[config.mk]
export PLATFORM = sky130hd
export DESIGN_NAME = sh4_fpu_norm_sched
export DESIGN_NICKNAME = d
export VERILOG_FILES = /design/src/rtl/sh4_fpu_norm_sched.sv
export SDC_FILE = /design/constraint.sdc
export NUM_CORES = 1
export LEC_CHECK = 0
export CAP_MARGIN = 20
export CORE_MARGIN = 3
export CORE_UTILIZATION = 50
export CTS_BUF_LIST = sky130_fd_sc_hd__clkbuf_16
export CTS_CLUSTER_SIZE = 40
export DETAILED_ROUTE_END_ITERATION = 12
export PLACE_DENSITY = 0.91
export RECOVER_POWER = 100
export SYNTH_ARGS = -nofsm -noshare
export SYNTH_HDL_FRONTEND = slang
export SYNTH_SLANG_ARGS = --single-unit
[constraint.sdc]
create_clock -name clk -period 7 [get_ports clk]
set_clock_uncertainty 0.2 [all_clocks]
set_input_delay 1.4 -clock clk [delete_from_list [all_inputs] [get_ports clk]]
set_output_delay 1.4 -clock clk [all_outputs]
set_load 0.01 [all_outputs]
[src/rtl/sh4_fpu_norm_sched.sv]
// rtl/sh4_fpu_norm_sched.sv - round-robin shared normaliser (leading-zero count + left shift), 2-stage pipeline
// FADD/FMUL/FLOAT requesters share one LZC and shifter; results carry the requester ID back out.

module sh4_fpu_norm_lzc #(
  parameter  int WIDTH  = 32,
  localparam int SWIDTH = $clog2(WIDTH)
) (
  input  logic [WIDTH-1:0]  data_i,
  output logic [SWIDTH-1:0] count_o,
  output logic              zero_o
);

  // Scanning upward lets the most significant set bit win; a zero operand keeps count 0.
  always_comb begin
    count_o = '0;
    for (int i = 0; i < WIDTH; i++) begin
      if (data_i[i]) begin
        count_o = SWIDTH'(WIDTH - 1 - i);
      end
    end
  end

  assign zero_o = ~|data_i;

endmodule

module sh4_fpu_norm_sched #(
  parameter  int WIDTH  = 32,
  parameter  int NREQ   = 3,
  localparam int SWIDTH = $clog2(WIDTH),
  localparam int IDW    = $clog2(NREQ)
) (
  input  logic                  clk,
  input  logic                  rst_n,
  input  logic                  flush,
  input  logic [NREQ-1:0]       req_valid,
  input  logic [NREQ*WIDTH-1:0] req_data,
  output logic [NREQ-1:0]       req_ready,
  output logic                  rsp_valid,
  input  logic                  rsp_ready,
  output logic [IDW-1:0]        rsp_id,
  output logic [SWIDTH-1:0]     rsp_count,
  output logic [WIDTH-1:0]      rsp_data,
  output logic                  rsp_zero
);

  logic [IDW-1:0]    ptr_q, ptr_d;
  logic              valid_a_q, valid_a_d;
  logic [WIDTH-1:0]  data_a_q, data_a_d;
  logic [IDW-1:0]    id_a_q, id_a_d;
  logic              valid_b_q, valid_b_d;
  logic [WIDTH-1:0]  data_b_q, data_b_d;
  logic [SWIDTH-1:0] count_b_q, count_b_d;
  logic [IDW-1:0]    id_b_q, id_b_d;
  logic              zero_b_q, zero_b_d;

  logic              en_a, en_b, issue_ok, xfer;
  logic [NREQ-1:0]   grant;
  logic [IDW-1:0]    gnt_id, rot_idx;
  logic              gnt_found;
  logic [WIDTH-1:0]  gnt_data;
  logic [SWIDTH-1:0] lz_count;
  logic              lz_zero;

  assign en_b     = ~valid_b_q | rsp_ready;
  assign en_a     = ~valid_a_q | en_b;
  assign issue_ok = en_a & ~flush & rst_n;

  // First valid requester at or above ptr, wrapping at NREQ.
  always_comb begin
    grant     = '0;
    gnt_id    = '0;
    gnt_found = 1'b0;
    rot_idx   = '0;
    for (int k = 0; k < NREQ; k++) begin
      rot_idx = IDW'((int'(ptr_q) + k) % NREQ);
      if (!gnt_found && req_valid[rot_idx]) begin
        gnt_found      = 1'b1;
        gnt_id         = rot_idx;
        grant[rot_idx] = 1'b1;
      end
    end
  end

  always_comb begin
    gnt_data = '0;
    for (int k = 0; k < NREQ; k++) begin
      if (grant[k]) begin
        gnt_data = req_data[k*WIDTH +: WIDTH];
      end
    end
  end

  assign req_ready = grant & {NREQ{issue_ok}};
  assign xfer      = gnt_found & issue_ok;

  sh4_fpu_norm_lzc #(.WIDTH(WIDTH)) u_lzc (
    .data_i  (data_a_q),
    .count_o (lz_count),
    .zero_o  (lz_zero)
  );

  always_comb begin
    ptr_d     = ptr_q;
    valid_a_d = valid_a_q;
    data_a_d  = data_a_q;
    id_a_d    = id_a_q;
    valid_b_d = valid_b_q;
    data_b_d  = data_b_q;
    count_b_d = count_b_q;
    id_b_d    = id_b_q;
    zero_b_d  = zero_b_q;
    if (flush) begin
      valid_a_d = 1'b0;
      valid_b_d = 1'b0;
    end else begin
      // B only reloads when A actually moves, so stalled outputs never glitch.
      if (en_b) begin
        valid_b_d = valid_a_q;
        if (valid_a_q) begin
          data_b_d  = data_a_q << lz_count;
          count_b_d = lz_count;
          id_b_d    = id_a_q;
          zero_b_d  = lz_zero;
        end
      end
      if (en_a) begin
        valid_a_d = xfer;
        if (xfer) begin
          data_a_d = gnt_data;
          id_a_d   = gnt_id;
          ptr_d    = (gnt_id == IDW'(NREQ - 1)) ? '0 : gnt_id + 1'b1;
        end
      end
    end
  end

  always_ff @(posedge clk) begin
    if (!rst_n) begin
      ptr_q     <= '0;
      valid_a_q <= 1'b0;
      data_a_q  <= '0;
      id_a_q    <= '0;
      valid_b_q <= 1'b0;
      data_b_q  <= '0;
      count_b_q <= '0;
      id_b_q    <= '0;
      zero_b_q  <= 1'b0;
    end else begin
      ptr_q     <= ptr_d;
      valid_a_q <= valid_a_d;
      data_a_q  <= data_a_d;
      id_a_q    <= id_a_d;
      valid_b_q <= valid_b_d;
      data_b_q  <= data_b_d;
      count_b_q <= count_b_d;
      id_b_q    <= id_b_d;
      zero_b_q  <= zero_b_d;
    end
  end

  assign rsp_valid = valid_b_q;
  assign rsp_id    = id_b_q;
  assign rsp_count = count_b_q;
  assign rsp_data  = data_b_q;
  assign rsp_zero  = zero_b_q;

endmodule

== Word level (Yosys, flattened, before mapping) ==
Index checks and enable logic that the tools add are counted.

* Add/subtract/negate cells: 3
* Div/mod/pow operators: 3
* Order comparisons: 6
* Eq/ne operators: 1
* Shift-type cells: 1
* Multiplexer cells: 57
* Bitwise logic cells: 12
* Reduce and logical (&&, ||, !) cells: 12

{| class="wikitable"
|+ Operators by type and width
! kind !! count
|-
| 2-to-1 mux 5 bit || 32
|-
| 2-to-1 mux 32 bit || 3
|-
| modulo 32 x 3 -> 32 bit, second input constant || 2
|-
| modulo 3 x 3 -> 32 bit, second input constant || 1
|-
| OR reduction 32 bit || 1
|-
| << shifter 32 x 5 -> 32 bit || 1
|-
| less-than comparator 2 x 3 -> 1 bit, second input constant || 3
|-
| 2-to-1 mux 1 bit || 9
|-
| 2-to-1 mux 3 bit || 3
|-
| 2-to-1 mux 2 bit || 4
|-
| binary-select mux 1 bit (select 2 bit) || 3
|-
| demux 1 bit (select 2 bit) || 3
|-
| >= comparator 2 x 1 -> 1 bit, second input constant || 3
|-
| OR 3 bit || 2
|-
| AND reduction 3 bit || 2
|-
| logical AND 1 bit || 5
|-
| inverter 1 bit || 4
|-
| adder 2 x 1 -> 3 bit, second input constant || 1
|-
| adder 2 x 2 -> 3 bit, second input constant || 1
|-
| bitwise AND 1 bit || 3
|-
| bitwise AND 3 bit || 1
|-
| logical NOT 1 bit || 3
|-
| adder 2 x 1 -> 2 bit, second input constant || 1
|-
| == test 2 bit, second input constant || 1
|-
| other kinds (2) || 3
|}

* Register bits: 78
* Input port bits: 103
* Output and inout bits: 44
* Logic and storage cells: 104

== Depth between registers and ports, before layout ==
Gate-level depths: netlist of run 1.

* Depth after elaboration: 33
* Depth in mapped cells: 14
* Mapped depth without buffers: 11

== Modules after synthesis ==
From an unflattened synthesis of run 1, not the netlist that was laid out.

* Cell total of the unflattened synthesis: 719
* Area, all modules: 6009.5 um^2

{| class="wikitable"
|+ By module, submodules not included
! module !! instances !! cells an instance !! area each (um^2) !! seq. area each (um^2)
|-
| sh4_fpu_norm_sched || 1 || 650 || 5629.1 || 1561.5
|-
| sh4_fpu_norm_lzc || 1 || 69 || 380.4 || 0.0
|}

== Least setup slack after synthesis of run 1 ==
OpenSTA, ideal clock, no wires.

* Kind: input port to output port
* Start point: in req_valid[2]
* End point: out req_ready[1]
* Arrival time: 3159 ps
* Setup slack: 2241 ps
* Cell stages on the path: 7
* Path through: clkbuf_1 > or2_2 > o41ai_1 > a221o_1 > clkbuf_1 > clkbuf_1 > nor2b_1

* Longest elaborated chain between the ends: 10

{| class="wikitable"
|+ Ends and longest elaborated chain
! item !! RTL line !! RTL
|-
| start, declared || 36 || <nowiki>input logic [NREQ-1:0] req_valid,</nowiki>
|-
| binary-select mux 1 bit (select 2 bit) || 77 || <nowiki>if (!gnt_found && req_valid[rot_idx]) begin</nowiki>
|-
| 2-to-1 mux 1 bit (not written as such) || 77 ||
|-
| 2-to-1 mux 1 bit || 77 ||
|-
| logical NOT 1 bit || 77 ||
|-
| logical AND 1 bit || 77 ||
|-
| 2-to-1 mux 1 bit || 77 ||
|-
| logical NOT 1 bit || 77 ||
|-
| logical AND 1 bit || 77 ||
|-
| 2-to-1 mux 3 bit * || 77 ||
|-
| bitwise AND 3 bit * || 94 || <nowiki>assign req_ready = grant & {NREQ{issue_ok}};</nowiki>
|-
| end, declared || 38 || <nowiki>output logic [NREQ-1:0] req_ready,</nowiki>
|}

Mark *: on every way between the ends. The rest lies on a longest branch, timed or not. The select of a mux whose other input is x is not followed.

== Worst setup path in the final report of run 1 ==
* Start point: in req_valid[2]
* End point: out req_ready[2]

The elaborated chain is that of the path after synthesis.

==> impl_metrics.ini, run 1 <==
[layout]
num-nets-final = 974
synthToLayoutAreaGrowth_pct = 27.8
fill_cells = 926
multi_input_area_um2 = 3900
drive_gt1_share_pct = 5.50
regArea_um2 = 1560
finalInstanceArea_um2 = 7530
antennaDiodeCount = 0
utilization_pct = 65.7

[detailed_routing]
routedWlPerCell_um = 17.7
antenna_left = 0
drc = 0
highest-signal-layer = met4
dr_wl_met2_um = 8120
totalWireLength_um = 18000
via_per_inst = 6.41
num_vias = 6510
wl_met3_um = 1550
dr.pass1.iters = 5
drtIter0Drc = 849
wl_met1_um = 7700

[global_route]
grt_util_all_layers_pct = 26.6
grt-ovfl-total = 0
antenna_found_initial = 0
grt_pass1_vias = 5859
grt_pass1_wl_um = 28700
grt_max_degree = 72

[synthesis]
synth_largest_area_cell = dfxtp_1
syn_nets = 891
synth_edf_count = 0
postSynthAreaPerCell_um2 = 7.51
synthesis.area_um2 = 5890
ys.flop_type = dfxtp_1
synth_top_area_share_pct = 26.5
synth.area.top_cells = dfxtp_1, mux2i_1, nor2_1
ys_async_sr_fraction_pct = 0
synth.distinct_cells = 73
synth-seq-cells = 78
syn_inst = 784
synth_warnings = 0
yosysSeqAreaShare_pct = 26.5

[clock_network]
cts_buffers = 9
htreeDepth = 3
clkTransAtPathRegs_ns = 0.06
cts_sinks = 78
clk_path_buf_depth = 2
cts_resized = 0
postCtsSetupBuffers = 0
cts_tree = built
clock_latency_ns = 0.34
cts.hold.buffers_added = 0
clockRootBuffer = clkbuf_16

[power_and_ir_drop]
clock_power_share_pct = 23.2
ir_worst_vdd_v = 0.000165
p_int_mw = 1.10
p_sw_mw = 0.807
p_per_area_nw_per_um2 = 253
p_leak_nw = 2.98
switching_share_pct = 42.4
seqPwrFrac_pct = 27.0
combPwrFrac_pct = 49.8

[place]
hpwlAfterDp_um = 12600
placed_cell_area_um2 = 7210
portBuffers = 146
dp_slack_ns = 1.08
place_congestion = 0.944

[job]
cap_violations = 1

[die]
core_um2 = 11500
die_area_um2 = 13100
ios = 147
rows = 39
die_y_um = 115
die_x_um = 115
start_util_pct = 51.4

[sta]
rsz0062_at_grt = no
final_max_slew_viol_count = 58
fmax_mhz = 169
worst_slew_pin_slew_ns = 2.36
slew_headroom_pct = -57.4
setup_viol = 0
finalHoldViolCount = 0
period_share_pct = 84.3
fin_setup_tns_ns = 0
setup_slack_ns = 1.10
holdWs_ns = 0.255
period_needed_ns = 5.90

[worst_setup_path]
critical_path_class = input port to output pin
critPathLaunchType = input port
timing.rr.start = ptr_q[0]
r2r-end = data_a_q[24]
end_kind = output pin
critPathArrivalTime_ns = 4.30
crit_required_ns = 5.40
r2r_setup_slack_ns = 2.85
cp_max_fo = 29
worstRegToRegCells = 13
startpoint = req_valid[2]
crit_end = req_ready[2]

[run_status]
status = finished, violations left
violations = capacitance limit, slew limit

[hold_path]
worstHoldPathType = flop to flop
[worst min path at each step]
| stage | startpoint | endpoint | slack (ns) | cells past startpoint |
|---|---|---|---|---|
| finish | rsp_id[0] | rsp_id[0] | 0.26 | 2 |
| global placement | rsp_data[9] | rsp_data[9] | 0.24 | 1 |
| floorplan | id_a_q[0] | rsp_id[0] | 0.23 | 2 |
| detailed placement | id_a_q[0] | rsp_id[0] | 0.25 | 2 |
| global route | rsp_data[9] | rsp_data[9] | 0.28 | 1 |
| CTS | id_a_q[0] | rsp_id[0] | 0.26 | 2 |
[kinds of logic after synthesis]
| group | count (synthesis) | share of synthesized area (%) |
|---|---|---|
| muxes | 72 | 12.4 |
| DFF | 78 | 26.5 |
| and+or+nand+nor | 301 | 24.5 |
| AOI/OAI and AO/OA | 229 | 28.3 |
| adders and majority gates | 4 | 0.850 |
| buffers and inverters | 100 | 7.39 |
[routing by layer]
| layer | global-route usage, % | vias to the layer above |
|---|---|---|
| li1 | - | 3081 |
| met1 | 36.2 | 2997 |
| met2 | 41.8 | 382 |
| met3 | 4.33 | 50 |
| met4 | 10.7 | 0 |
| met5 | 0 | - |
[area by class of cell]
| class | count | share of cell area (%) |
|---|---|---|
| tap | 143 | 2.38 |
| clock inverter | 7 | 0.748 |
| inverter | 16 | 0.797 |
| sequential | 78 | 20.7 |
| clock buffer | 9 | 2.99 |
| timing repair buffer | 156 | 20.6 |
| multi-input combinational | 606 | 51.7 |
[through the flow]
step,power [mW],cells
2_1_floorplan,1.24,784
3_3_place_gp,1.42,996
3_5_place_dp,1.44,996
4_1_cts,1.88,1012
5_1_grt,2.00,1015
6_report,1.90,1015
[synth_stat cells (5+ instances only)]
cell,number
dfxtp_1,78
a211oi_1,7
a22o_1,11
nor3_1,53
nor2b_1,5
a32o_1,5
o211ai_1,8
and4_1,7
nand2b_1,6
o22ai_1,7
a21oi_1,74
a22oi_1,12
nand3_1,14
a221oi_1,35
buf_2,15
o221ai_1,5
o21ai_1,6
mux2_2,6
mux2i_1,65
nand2_1,61
nor2_1,121
inv_1,15
a221o_1,5
clkbuf_1,59
o21ai_0,12
[registers in the layout (all words and copies together), names as in the netlist]
name       cells
valid_a_q      1
rsp_id         2
rsp_data      32
ptr_q          2
data_a_q      32
rsp_count      5
id_a_q         2
rsp_zero       1
rsp_valid      1
[power groups by stage]
stage	combinational [mW]	sequential (mW)	clock, mW
global route	1.01	0.518	0.463
floorplan	0.736	0.501	0
detailed placement	0.913	0.523	0
finish	0.948	0.515	0.441
global placement	0.903	0.521	0
CTS	0.925	0.513	0.443
[worst max-delay path, cell delays in order]
cell,delay (ns)
dlygate4sd3_1,0.65
or2_2,0.33
o41ai_1,0.54
nand2_1,0.15
and3_1,0.30
buf_16,0.21
nor2_1,0.10
dlygate4sd3_1,0.61
[layout by cell type, fill, tap and decap left out, types with 12 or more instances in the layout]
master and instances:
nor2_1 121, nand3_1 14, nand2_1 61, mux2i_1 65, o21ai_0 12, clkdlybuf4s50_1 100
a21oi_1 74, a22oi_1 12, dfxtp_1 78, nor3_1 53, dlygate4sd3_1 46, a221oi_1 35
inv_1 15
No activity file was read; power rests on OpenSTA's default activity.
==> run 2, diff against run 1 <==
CORE_UTILIZATION = 46   (was 50)
PLACE_DENSITY = 0.88   (was 0.91)
clock period = 5.2 ns   (was 7 ns; I/O delays follow)
==> run 2 against run 1 <==
Power rose by 37%. Worst setup slack worse by 0.79 ns. Clock power rose by 49%. Die area up 8.2%. Sequential cell count stayed put. Hold slack got worse by 0.0075 ns. Global-route usage down 2.6 points. Sequential share of layout area decreased by 0.055 points. Critical path depth is 2 lower. The flow now finishes without violations. Register-to-register slack worse by 2.3 ns. Combinational power is 33% higher. Highest routed layer unchanged.
==> impl_metrics.ini, run 2 (same netlist as run 1, synthesis figures left out) <==
[run_status]
status = finished clean

[clock_network]
clk_path_buf_depth = 2
clock_latency_ns = 0.34
clkTransAtPathRegs_ns = 0.06
cts.hold.buffers_added = 0
cts_sinks = 78
cts_tree = built
postCtsSetupBuffers = 0
htreeDepth = 3
cts_resized = 0
clockRootBuffer = clkbuf_16
cts_buffers = 9

[detailed_routing]
num_vias = 6468
routedWlPerCell_um = 17.2
via_per_inst = 6.21
dr.pass1.iters = 6
drtIter0Drc = 1078
drc = 0
antenna_left = 0
totalWireLength_um = 17900

[layout]
antennaDiodeCount = 0
finalInstanceArea_um2 = 7550
utilization_pct = 61.6
synthToLayoutAreaGrowth_pct = 28.2
num-nets-final = 976
final_common_cell = nor2_1
drive_gt1_share_pct = 5.15
fill_cells = 1088
layout_common_cells = nor2_1, clkdlybuf4s50_1, dfxtp_1

[worst_setup_path]
cp_max_fo = 9
end_kind = output pin
crit_required_ns = 3.96
slowest_delay_ns = 0.66
critPathLaunchType = input port
cp_slowest_cell = dlygate4sd3_1
critical_path_class = input port to output pin
critPathArrivalTime_ns = 3.65
crit_top_cell = dlygate4sd3_1
crit_chain = dlygate4sd3_1 > or2_2 > o41ai_1 > a221o_1 > nor2b_1 > dlygate4sd3_1

[power_and_ir_drop]
p_total_mw = 2.61
p_leak_nw = 3.00
p_per_area_nw_per_um2 = 345
ir_worst_vdd_v = 0.000243

[die]
ios = 147
rows = 40
die_x_um = 119
core_um2 = 12300
die_y_um = 119
die_area_um2 = 14200
start_util_pct = 48.0

[sta]
finalHoldViolCount = 0
slew_headroom_pct = 10.1
period_needed_ns = 4.89
fin_setup_tns_ns = 0
period_share_pct = 94.0
rsz0062_at_grt = no
setup_viol = 0
fmax_mhz = 204
final_max_slew_viol_count = 0
setup_slack_ns = 0.310
worst_slew_pin_slew_ns = 1.35

[place]
place_congestion = 0.949
hpwlAfterDp_um = 12900
portBuffers = 146
dp_slack_ns = 0.498
placed_cell_area_um2 = 7280

[global_route]
grt_pass1_wl_um = 28700
grt_pass1_vias = 5833
grt-ovfl-total = 0
grt_max_degree = 67
antenna_found_initial = 0
grt_util_all_layers_pct = 24.0

[hold_path]
worstHoldPathType = flop to flop

[job]
cap_violations = 0
[run 2: worst paths after layout]
path / startpoint / end / slack (ns) / cells after the start
worst max-delay path: req_valid[2] / req_ready[1] / 0.31 / 6
worst min-delay path: rsp_data[12] / rsp_data[12] / 0.25 / 2
worst max register to register: data_a_q[12] / rsp_data[24] / 0.60 / 9
worst min register to register: rsp_data[12] / rsp_data[12] / 0.25 / 2
[run 2: final cells by class]
class / instances / area (um^2) / area share [%]
clock inverters: 7 / 81.3 / 1.08
multi-input cells: 606 / 3880 / 51.3
well taps: 168 / 210 / 2.78
flip-flops and latches: 78 / 1560 / 20.7
inverters: 16 / 60.1 / 0.795
repair buffers: 158 / 1540 / 20.3
clock buffers: 9 / 225 / 2.98
[run 2: critical path: cells and delay by family]
| family | cells | cell delay, ns |
|---|---|---|
| AOI/OAI and AO/OA | 2 | 0.78 |
| buffers and inverters | 2 | 1.31 |
| and+or+nand+nor | 2 | 0.51 |
[run 2: through the flow]
stage	hold WS, ns	cells
floorplan	0.232	784
global placement	0.238	1026
detailed placement	0.246	1026
CTS	0.253	1042
global route	0.272	1042
finish	0.248	1042
[run 2: where the power goes]
group          switching [mW]  internal [mW]
combinational           0.755          0.503
clock                   0.243          0.413
sequential             0.0596          0.634
[run 2: routing by layer]
layer,routed length [um],global-route usage [%]
met3,1580,4.75
met5,0,0
met2,8230,38.6
met4,276,5.50
met1,7850,33.2
